**config.mk**
```make
export PLATFORM = sky130hd
export DESIGN_NAME = network_sequencer
export DESIGN_NICKNAME = d
export VERILOG_FILES = /design/src/rtl/network_sequencer.sv
export SDC_FILE = /design/constraint.sdc
export NUM_CORES = 1
export LEC_CHECK = 0
export CORE_MARGIN = 1.5
export CORE_UTILIZATION = 59
export CTS_BUF_LIST = sky130_fd_sc_hd__clkbuf_4 sky130_fd_sc_hd__clkbuf_8
export DETAILED_ROUTE_END_ITERATION = 16
export GPL_ROUTABILITY_DRIVEN = 0
export PLACE_DENSITY = 0.92
export SLEW_MARGIN = 20
export SYNTH_ARGS = -nofsm -noshare
export SYNTH_HDL_FRONTEND = slang
export SYNTH_SLANG_ARGS = --single-unit
```
**constraint.sdc**
```tcl
create_clock -name clk -period 3.25 [get_ports clk]
set_input_delay 0.65 -clock clk [delete_from_list [all_inputs] [get_ports clk]]
set_output_delay 0.65 -clock clk [all_outputs]
set_load 0.03 [all_outputs]
```
**src/rtl/network_sequencer.sv**
```systemverilog
// Frame sequencer for the spiking pixel network: accept frame, hold net in reset, run window, report spike count.
// Latency: accept at edge T -> CLEAR T+1..T+SETTLE, RUN for WINDOW cycles, result_valid from T+SETTLE+WINDOW+1.
// Backpressure: frame_ready only in IDLE; the result is held in DONE until result_ready.
// Ports: clk/rst (async active-low); frame_valid/frame_ready/frame_pixels host side; abort cancels CLEAR/RUN;
//        net_rst/net_pixels/net_spike network side; result_valid/result_ready/result_count/result_sat; busy.
module network_sequencer #(
  parameter int HEIGHT  = 7,
  parameter int WINDOW  = 14336,
  parameter int SETTLE  = 2,
  parameter int COUNT_W = 16
) (
  input  logic               clk,
  input  logic               rst,
  input  logic               frame_valid,
  output logic               frame_ready,
  input  logic [HEIGHT-1:0]  frame_pixels,
  input  logic               abort,
  output logic               net_rst,
  output logic [HEIGHT-1:0]  net_pixels,
  input  logic               net_spike,
  output logic               result_valid,
  input  logic               result_ready,
  output logic [COUNT_W-1:0] result_count,
  output logic               result_sat,
  output logic               busy
);

  localparam int MAX_LEN = (WINDOW > SETTLE) ? WINDOW : SETTLE;
  localparam int CNT_W   = $clog2(MAX_LEN + 1);
  // The counter is loaded with length-1 on state entry and the state exits when it reads zero.
  localparam logic [CNT_W-1:0] SETTLE_LOAD = CNT_W'(SETTLE - 1);
  localparam logic [CNT_W-1:0] WINDOW_LOAD = CNT_W'(WINDOW - 1);

  typedef enum logic [1:0] {IDLE, CLEAR, RUN, DONE} state_t;

  state_t           state, state_nxt;
  logic [CNT_W-1:0] cyc_cnt;
  logic             spike_prev;
  logic             cnt_zero;

  assign cnt_zero = (cyc_cnt == '0);

  always_ff @(posedge clk or negedge rst) begin
    if (!rst) state <= IDLE;
    else      state <= state_nxt;
  end

  // Outputs decode from the state register only, so no input reaches an output combinationally.
  always_comb begin
    state_nxt    = state;
    frame_ready  = 1'b0;
    net_rst      = 1'b0;
    result_valid = 1'b0;
    busy         = 1'b1;
    case (state)
      IDLE: begin
        frame_ready = 1'b1;
        busy        = 1'b0;
        if (frame_valid) state_nxt = CLEAR;
      end
      CLEAR: begin
        if (abort)         state_nxt = IDLE;
        else if (cnt_zero) state_nxt = RUN;
      end
      RUN: begin
        net_rst = 1'b1;
        if (abort)         state_nxt = IDLE;
        else if (cnt_zero) state_nxt = DONE;
      end
      DONE: begin
        result_valid = 1'b1;
        if (result_ready) state_nxt = IDLE;
      end
      default: state_nxt = IDLE;
    endcase
  end

  always_ff @(posedge clk or negedge rst) begin
    if (!rst) begin
      net_pixels   <= '0;
      result_count <= '0;
      result_sat   <= 1'b0;
      spike_prev   <= 1'b0;
      cyc_cnt      <= '0;
    end else begin
      case (state)
        IDLE: begin
          if (frame_valid) begin
            net_pixels   <= frame_pixels;
            result_count <= '0;
            result_sat   <= 1'b0;
            spike_prev   <= 1'b0;
            cyc_cnt      <= SETTLE_LOAD;
          end
        end
        CLEAR: begin
          // spike_prev is not sampled here, so the first RUN cycle sees a 0 history.
          if (cnt_zero) cyc_cnt <= WINDOW_LOAD;
          else          cyc_cnt <= cyc_cnt - 1'b1;
        end
        RUN: begin
          spike_prev <= net_spike;
          if (net_spike && !spike_prev) begin
            if (&result_count) result_sat   <= 1'b1;
            else               result_count <= result_count + 1'b1;
          end
          if (!cnt_zero) cyc_cnt <= cyc_cnt - 1'b1;
        end
        default: ;
      endcase
    end
  end

endmodule

```
==> results.sh <==
export IMPL_globalRouteOverflowTotal=0
export IMPL_fin_worst_skew_ps=6.06
export IMPL_ir_drop_uv=572
export IMPL_drv_slew=0
export IMPL_cts_root_buffer="clkbuf_8"
export IMPL_syn_area_um2=2360
export IMPL_status="finished, final reports clean"
export IMPL_maxCapViolCount=0
export IMPL_ys_seq_area_share_pct=43.5
export IMPL_ys_top_cells_by_area="dfrtp_1 (44%), xnor2_1 (4.8%), mux2_2 (4.8%)"
export IMPL_fin_nets=299
export IMPL_cp_data_arrival_time_ps=2100
export IMPL_cts_max_path_buffers=2
export IMPL_cp_max_fo=13
export IMPL_hold_buffers=0
export IMPL_cts_setup_buffers=0
export IMPL_ys_ff_latch=41
export IMPL_io_buffers=40
export IMPL_wl_mm=5.01
export IMPL_pin_count=41
export IMPL_cts_tree="yes"
export IMPL_grt_pass1_vias=1919
export IMPL_clock_sinks=41
export IMPL_grt_pass1_wl_mm=8.54
export IMPL_grt_total_usage_pct=25.9
export IMPL_fmax_mhz=364
export IMPL_vias=1908
export IMPL_syn_nets=256
export IMPL_synth_warnings=0
export IMPL_power_leakage_nw=1.21
export IMPL_grt_start_max_net_pins=42
export IMPL_startpoint_type="flip-flop"
export IMPL_yosysMostFrequentCell="dfrtp_1"
export IMPL_end_kind="output pin"
export IMPL_hold_viol_final=0
export IMPL_period_minus_slack_ps=2750
export IMPL_yosysTopAreaCell="dfrtp_1"
export IMPL_reg2reg_to="cyc_cnt[1]"
export IMPL_ff2ff_path_depth=6
export IMPL_critPathKind="reg2out"
export IMPL_critPathRequiredTime_ps=2600
export IMPL_rr_startpoint="cyc_cnt[0]"
export IMPL_r2r_slack_ps=910
export IMPL_routedWlPerCell_um=15.3
export IMPL_synthCells=237
export IMPL_synth_ff_type="dfrtp_1"
export IMPL_synth_edf_count=0
export IMPL_start_util_pct=63.0
export IMPL_setup_violations=0
export IMPL_drtIter0Drc=145
export IMPL_holdCritPathClass="in2async"
export IMPL_rsz0062_at_grt="no"
export IMPL_relSlewSlack_pct=41.2
export IMPL_die_h_um=66.2
export IMPL_path_clk_slew_ps=80
export IMPL_die_area_um2=4390
export IMPL_tightest_slew_ps=882
export IMPL_first_pass_iters=4
export IMPL_synth_top_area_share_pct=43.5
export IMPL_fp_row_count=22
export IMPL_synthArstFlopShare_pct=100
export IMPL_cts_resized=0
export IMPL_layout_drive_gt1_share_pct=13.2
export IMPL_area_growth_pct=21.5
export IMPL_drcViolationCount=0
export IMPL_diodes=0
export IMPL_total_power_mw=2.40
export IMPL_ant_nets=0
export IMPL_via_per_inst=5.82
export IMPL_numCtsBuffers=5
export IMPL_clk_latency_ps=300
export IMPL_yosysUniqueCellTypes=53
export IMPL_core_um2=3740
export IMPL_avgSynthCellArea_um2=9.95
export IMPL_die_w_um=66.2
export IMPL_antenna_found_initial=0
export IMPL_critPathCapture="net_rst"
export IMPL_synth_common_cells="dfrtp_1 (41), nor2_1 (28), a21oi_1 (16), nand2_1 (15), xnor2_1 (13)"
export IMPL_final_setup_tns_ps=0
export IMPL_place_detailed_hpwl_mm=3.61
export IMPL_min_period_over_period_pct=84.5
export IMPL_startpoint="state[0]"
export IMPL_htreeDepth=2
export IMPL_p_per_area_nw_per_um2=839
placed cells by master, fill, tap and decap left out, drive strengths merged, types with 3 or more instances in the layout:
master	netlist	layout
dfrtp	41	41
clkdlybuf4s50	0	39
nor2	28	28
o21ai	17	17
a21oi	16	16
nand2	16	16
xnor2	13	13
nor3	12	12
nand3	11	11
mux2	10	10
inv	9	9
clkbuf	2	7
ha	6	6
nor4	6	6
nand2b	5	5
o22a	4	4
nand4	3	3
and4	3	3
cell type report:
type	count	area, um^2
flip-flops and latches	41	1030
repair buffers	41	403
well taps	48	60.1
multi-input cells	182	1250
fillers	274	877
clock buffers	7	90.1
inverters	9	33.8
cell families (layout without fill, tap and decap cells):
| group | count (synthesis) | in the layout | share of synthesized area, % |
|---|---|---|---|
| XOR/XNOR | 13 | 13 | 4.83 |
| flip-flops | 41 | 41 | 43.5 |
| buffers and inverters | 14 | 57 | 3.34 |
| AND/OR/NAND/NOR | 99 | 99 | 23.7 |
| adder cells (fa/ha/maj) | 6 | 6 | 3.18 |
| multiplexers | 11 | 11 | 5.20 |
| AO/OA/AOI/OAI | 53 | 53 | 16.2 |
worst min-delay path by stage:
stage / start / endpoint / slack [ps]
6_report: rst / cyc_cnt[6] / 460
4_1_cts: rst / spike_prev / 500
5_1_grt: net_pixels[2] / net_pixels[2] / 530
2_1_floorplan: rst / cyc_cnt[0] / 350
3_5_place_dp: net_pixels[0] / net_pixels[0] / 500
3_3_place_gp: net_pixels[0] / net_pixels[0] / 490
routing by layer:
metal  global-route usage (%)  part of all wire, %  up-vias
li1                         -                    -      941
met3                     7.67                  6.5        7
met5                        0                    0        -
met2                     39.9                   47       58
met4                     12.8                  1.6        0
met1                     33.1                   45      902
stage by stage:
step / worst slack [ps] / hold WS [ps] / utilization (%) / cells / area [um^2]
floorplan: 1260 / 354 / - / 237 / 2360
global placement: 876 / 488 / 74.2 / 321 / 2780
detailed placement: 831 / 496 / 74.2 / 321 / 2780
CTS: 496 / 502 / 76.6 / 328 / 2870
global route: 379 / 528 / 76.6 / 328 / 2870
finish: 504 / 462 / 76.6 / 328 / 2870
state kept, by name (all words and copies together), names as in the netlist:
name,count
state,2
result_sat,1
net_pixels,7
spike_prev,1
result_count,16
cyc_cnt,14
critical path, stage by stage, from the launching register on:
cell and delay, ps:
dfrtp_1 410, inv_1 100, ha_1 500, clkdlybuf4s50_1 780
report_power, final:
group          total (mW)  switching, mW  internal, mW
Clock               0.350          0.173         0.177
Sequential          0.784          0.143         0.641
Combinational        1.27          0.743         0.528
Total                2.40           1.06          1.35
Power figures use the tool's default switching activity.
